==> src/rtl/mem_port_arbiter_pkg.sv <==
// Shared types and widths for the memory port arbiter.
// Width macros fall back to a 32-bit address / 2x32-bit fetch line when not supplied by the build.
`ifndef ADDR_WIDTH
`define ADDR_WIDTH 32
`endif
`ifndef INSTRUCTION_WIDTH
`define INSTRUCTION_WIDTH 32
`endif
`ifndef FETCH_WIDTH
`define FETCH_WIDTH 2
`endif

package mem_port_arbiter_pkg;
  localparam int MEM_ADDR_W = `ADDR_WIDTH;
  localparam int MEM_LINE_W = `INSTRUCTION_WIDTH * `FETCH_WIDTH;

  typedef enum logic {
    MEM_OWNER_FETCH = 1'b0,
    MEM_OWNER_LSU   = 1'b1
  } mem_owner_t;

  typedef enum logic {
    MEM_ARB_IDLE     = 1'b0,
    MEM_ARB_WAIT_RSP = 1'b1
  } mem_arb_state_t;
endpackage

==> src/rtl/mem_port_rr_select.sv <==
// Two-way round-robin select between fetch and LSU; holds the last-granted owner.
module mem_port_rr_select
  import mem_port_arbiter_pkg::*;
(
  input  logic clk,
  input  logic rst,
  input  logic fetch_req,
  input  logic lsu_req,
  input  logic gnt,
  output logic sel_lsu
);

  mem_owner_t rr_last_reg;

  always_comb begin
    if (fetch_req && lsu_req)
      sel_lsu = (rr_last_reg == MEM_OWNER_FETCH);
    else
      sel_lsu = lsu_req;
  end

  always_ff @(posedge clk) begin
    if (rst)
      rr_last_reg <= MEM_OWNER_FETCH;
    else if (gnt)
      rr_last_reg <= sel_lsu ? MEM_OWNER_LSU : MEM_OWNER_FETCH;
  end

endmodule

==> src/rtl/mem_port_arbiter.sv <==
// Shares one memory port between instruction fetch and the LSU, one transaction in flight.
// Define MEM_ARB_RR_EN for round-robin arbitration; otherwise the LSU has fixed priority.
module mem_port_arbiter
  import mem_port_arbiter_pkg::*;
#(
  parameter int ADDR_W = MEM_ADDR_W,
  parameter int LINE_W = MEM_LINE_W
) (
  input  logic              clk,
  input  logic              rst,
  input  logic [ADDR_W-1:0] fetch_bus_addr,
  input  logic              fetch_bus_read_req,
  input  logic              fetch_flush,
  output logic [LINE_W-1:0] bus_fetch_data,
  output logic              bus_fetch_read_ack,
  input  logic [ADDR_W-1:0] lsu_addr,
  input  logic              lsu_req,
  input  logic              lsu_we,
  input  logic [31:0]       lsu_wdata,
  input  logic [3:0]        lsu_wmask,
  output logic [31:0]       lsu_rdata,
  output logic              lsu_ack,
  output logic [ADDR_W-1:0] mem_addr,
  output logic              mem_we,
  output logic [31:0]       mem_wdata,
  output logic [3:0]        mem_wmask,
  output logic              mem_req,
  input  logic              mem_gnt,
  input  logic              mem_rvalid,
  input  logic [LINE_W-1:0] mem_rdata,
  output logic              arb_csrf_fetch_stall_add
);

  mem_arb_state_t state_reg;
  mem_owner_t     owner_reg;
  logic           drop_reg;

  logic issue_win;
  logic rsp;
  logic sel_lsu;
  logic granted;

  assign rsp       = !rst && (state_reg == MEM_ARB_WAIT_RSP) && mem_rvalid;
  assign issue_win = (state_reg == MEM_ARB_IDLE) || rsp;
  assign mem_req   = !rst && issue_win && (fetch_bus_read_req || lsu_req);
  assign granted   = mem_req && mem_gnt;

`ifdef MEM_ARB_RR_EN
  mem_port_rr_select u_rr_select (
    .clk       (clk),
    .rst       (rst),
    .fetch_req (fetch_bus_read_req),
    .lsu_req   (lsu_req),
    .gnt       (granted),
    .sel_lsu   (sel_lsu)
  );
`else
  assign sel_lsu = lsu_req;
`endif

  // Fetch never writes, so its write fields are forced to zero.
  assign mem_addr  = sel_lsu ? lsu_addr : fetch_bus_addr;
  assign mem_we    = sel_lsu && lsu_we;
  assign mem_wdata = sel_lsu ? lsu_wdata : 32'h0;
  assign mem_wmask = sel_lsu ? lsu_wmask : 4'h0;

  assign arb_csrf_fetch_stall_add = !rst && issue_win && fetch_bus_read_req && sel_lsu;

  // A flush arriving with the response itself also kills that response.
  assign bus_fetch_read_ack = rsp && (owner_reg == MEM_OWNER_FETCH) && !drop_reg && !fetch_flush;
  assign lsu_ack            = rsp && (owner_reg == MEM_OWNER_LSU);
  assign bus_fetch_data     = mem_rdata;
  assign lsu_rdata          = mem_rdata[31:0];

  always_ff @(posedge clk) begin
    if (rst) begin
      state_reg <= MEM_ARB_IDLE;
      owner_reg <= MEM_OWNER_FETCH;
      drop_reg  <= 1'b0;
    end else begin
      if (granted) begin
        state_reg <= MEM_ARB_WAIT_RSP;
        owner_reg <= sel_lsu ? MEM_OWNER_LSU : MEM_OWNER_FETCH;
      end else if (rsp) begin
        state_reg <= MEM_ARB_IDLE;
      end
      // Returning response retires the drop; a fetch granted this cycle starts clean.
      if (rsp)
        drop_reg <= 1'b0;
      else if ((state_reg == MEM_ARB_WAIT_RSP) && (owner_reg == MEM_OWNER_FETCH) && fetch_flush)
        drop_reg <= 1'b1;
    end
  end

endmodule
==> config.mk <==
export PLATFORM = sky130hd
export DESIGN_NAME = mem_port_arbiter
export DESIGN_NICKNAME = d
export VERILOG_FILES = /design/src/rtl/mem_port_arbiter_pkg.sv /design/src/rtl/mem_port_rr_select.sv /design/src/rtl/mem_port_arbiter.sv
export SDC_FILE = /design/constraint.sdc
export NUM_CORES = 1
export LEC_CHECK = 0
export CORE_AREA = 3 3 132 134
export CTS_CLUSTER_DIAMETER = 80
export DETAILED_ROUTE_END_ITERATION = 12
export DIE_AREA = 0 0 135 137
export GPL_ROUTABILITY_DRIVEN = 1
export MAX_ROUTING_LAYER = met4
export PLACE_DENSITY = 0.53
export SYNTH_ARGS = -nofsm -noshare
export SYNTH_HDL_FRONTEND = slang
export SYNTH_SLANG_ARGS = --single-unit
==> constraint.sdc <==
create_clock -name clk -period 3.35 [get_ports clk]
set_input_delay 1.005 -clock clk [delete_from_list [all_inputs] [get_ports clk]]
set_output_delay 1.005 -clock clk [all_outputs]
set_load 0.05 [all_outputs]
==> results of run 1 <==
-- synth_stat cells --
| library cell | instances |
|---|---|
| a211oi_1 | 1 |
| a21oi_1 | 2 |
| a31oi_1 | 1 |
| and2_1 | 37 |
| buf_12 | 3 |
| buf_2 | 3 |
| buf_4 | 97 |
| buf_6 | 1 |
| dfxtp_1 | 3 |
| inv_1 | 1 |
| mux2_2 | 3 |
| mux2_4 | 29 |
| nand2_1 | 2 |
| nand2b_1 | 1 |
| nand3_1 | 1 |
| nand3b_1 | 1 |
| nor2_1 | 2 |
| nor2b_1 | 1 |
| nor3_1 | 2 |
| nor4_1 | 1 |
| o21ai_0 | 2 |
-- cell usage in the layout, fill, tap and decap left out, drive strengths merged --
cell type	count
nand3b	1
nor2b	1
a211oi	1
nand2b	1
nand3	1
nor3	2
mux2	32
clkbuf	4
dfxtp	3
clkdlybuf4s50	106
nand2	2
inv	1
nor4	1
a21oi	2
o21ai	2
buf	76
and2	37
nor2	2
a31oi	1
-- area by class of cell --
| class | instances | share of cell area |
|---|---|---|
| clock buffer | 4 | 0.0233 |
| tap | 220 | 0.0815 |
| multi-input combinational | 86 | 0.239 |
| timing repair buffer | 182 | 0.638 |
| inverter | 1 | 0.00111 |
| sequential | 3 | 0.0178 |
-- metal layers --
layer	GRT usage	vias to the layer above
met5	-	-
met4	0.00952	0
met3	0.0294	4
met2	0.147	137
met1	0.0628	654
li1	-	690
-- worst paths after layout --
kind                            depth (start not counted)                    from                      to  slack (ns)
worst max-delay path                                    4              mem_rvalid      bus_fetch_read_ack        0.16
worst min-delay path                                    2  owner_reg$_SDFFE_PP0P_  owner_reg$_SDFFE_PP0P_        0.55
worst max register to register                          3  state_reg$_SDFFE_PP0P_  owner_reg$_SDFFE_PP0P_        2.29
worst min register to register                          2  owner_reg$_SDFFE_PP0P_  owner_reg$_SDFFE_PP0P_        0.55
-- logic make-up (layout without fill, tap and decap cells) --
logic type,after synthesis,in the layout,share of synthesized area
multiplexers,32,32,0.281
AND/OR/NAND/NOR,48,48,0.172
AO/OA/AOI/OAI,6,6,0.0202
flip-flops,3,3,0.0360
buffers and inverters,105,187,0.490
-- metrics by stage --
stage	worst slack, ns	area, um^2
2_1_floorplan	0.309	1690
3_3_place_gp	0.127	3300
3_5_place_dp	0.111	3300
4_1_cts	0.112	3380
5_1_grt	0.0458	3380
6_report	0.160	3380
-- critical path: cells and delay by family --
kind          cells  cell delay (ns)
buf+inv           2             0.70
simple gates      2             0.48
-- power groups by stage --
stage,Combinational (W),Clock [W],Sequential [W]
after floorplan,0.000611,0,0.0000402
after global placement,0.000595,0,0.0000422
after detailed placement,0.000598,0,0.0000420
after CTS,0.000601,0.000190,0.0000415
after global routing,0.000615,0.000196,0.0000417
final,0.000594,0.000187,0.0000413
==> flow_metrics.py, run 1 <==
metrics = {
    "setup_path": {
        "slowest_stage": "clkdlybuf4s50_1",
        "arrival_ns": 2.18,
        "slowest_delay_ns": 0.51,
        "criticalPathCategory": "input port to output port",
        "cp_data_required_time_ns": 2.34,
        "cp_max_fo": 4,
        "worstSetupEndpointType": "output port",
        "worst_setup_path_start_kind": "input port",
        "crit_chain": "clkdlybuf4s50_1 > nand3b_1 > nor4_2 > buf_12",
    },
    "global_routing": {
        "grt_pass1_wl_um": 10000,
        "overflow": 0,
        "grt_max_degree": 74,
        "grt_pass1_vias": 1624,
        "grt_util_all_layers": 0.0721,
        "grt_antenna_before_repair": 0,
    },
    "routing": {
        "ant_nets": 0,
        "wl_per_cell_um": 14.8,
        "wl_met2_um": 4030,
        "avgViaCountPerCell": 2.99,
        "wl_met1_um": 2250,
        "top_layer_used": "met4",
        "wl_met3_um": 1030,
        "drtPass1Iterations": 4,
        "initialDrtViolationCount": 24,
        "num_vias": 1485,
        "post-route-drc-count": 0,
        "wl_um": 7320,
    },
    "synth": {
        "ys_top_cells_by_area": "buf_4, mux2_4, and2_1, buf_12, dfxtp_1",
        "synth_warnings": 0,
        "ys_types": 21,
        "ys_ff_latch": 3,
        "ys_seq_area_frac": 0.0360,
        "synth_top_cell_by_area": "buf_4",
        "netlist_instances": 194,
        "synth_nets": 366,
        "synth_top_area_frac": 0.436,
        "syn_area_um2": 1670,
        "avgSynthCellArea_um2": 8.60,
    },
    "layout": {
        "seq_area_um2": 60.1,
        "diodes": 0,
        "final_cells": 496,
        "multiInputGateArea_um2": 807,
        "drive_above_1_share": 0.413,
        "areaGrowthSynthToFinish_pct": 102,
        "fin_util": 0.206,
        "fin_nets": 449,
        "nFillCells": 1750,
    },
    "sta": {
        "rsz0062_at_grt": "false",
        "relSlewSlack": 0.764,
        "worst_pin_slew_ns": 0.350,
        "setup_tns_ns": 0,
        "whs_ns": 0.545,
        "min_period_over_period": 0.952,
        "hold_viol": 0,
        "setup_violations": 0,
        "period_minus_slack_ns": 3.19,
        "fin_skew_ns": 0.00139,
        "report.final.slew_viol_count": 0,
        "fmax_mhz": 314,
    },
    "floorplan": {
        "fp.dieW_um": 135,
        "start_util": 0.102,
        "io_pins": 341,
        "die_area_um2": 18500,
        "rows": 47,
        "die_h_um": 137,
        "core_area_um2": 16400,
    },
    "power_and_ir_drop": {
        "p_per_area_nw_per_um2": 243,
        "clkPwrFrac": 0.227,
        "ir_drop_uv": 166,
        "leakage_nw": 1.38,
        "total_power_w": 0.000822,
        "power.switching_w": 0.000328,
        "p_int_w": 0.000494,
        "p_comb_frac": 0.722,
        "p_sw_frac": 0.399,
        "pwr-share-seq": 0.050,
    },
    "clock_network": {
        "cts_sinks": 3,
        "clock_latency_ns": 0.22,
        "cts-buffers-inserted": 3,
        "cts_max_level": 1,
        "post_cts.repair.setup_buffers": 0,
        "clkSlewWorstSetupHoldPaths_ns": 0.03,
        "cts_root_buf": "clkbuf_16",
        "cts_tree": "built",
        "hold_buffers": 0,
        "cts_resized": 0,
        "clock_path_buffers": 2,
    },
    "flow_run": {
        "drv_cap": 0,
    },
    "outcome": {
        "status": "finished, final reports clean",
    },
    "placement": {
        "gp_congestion": 0.735,
        "placed_cells": 492,
        "port_buffers": 180,
        "dp_hpwl_um": 6340,
    },
    "min_path": {
        "hold_class": "flip-flop to flip-flop",
    },
}
Power figures use the tool's default switching activity.
==> run 2, diff against run 1 <==
Settings changed: GPL_ROUTABILITY_DRIVEN 1 to default.
==> results of run 2 <==
Same layout as run 1: the final DEF is identical, and so are final timing and power.
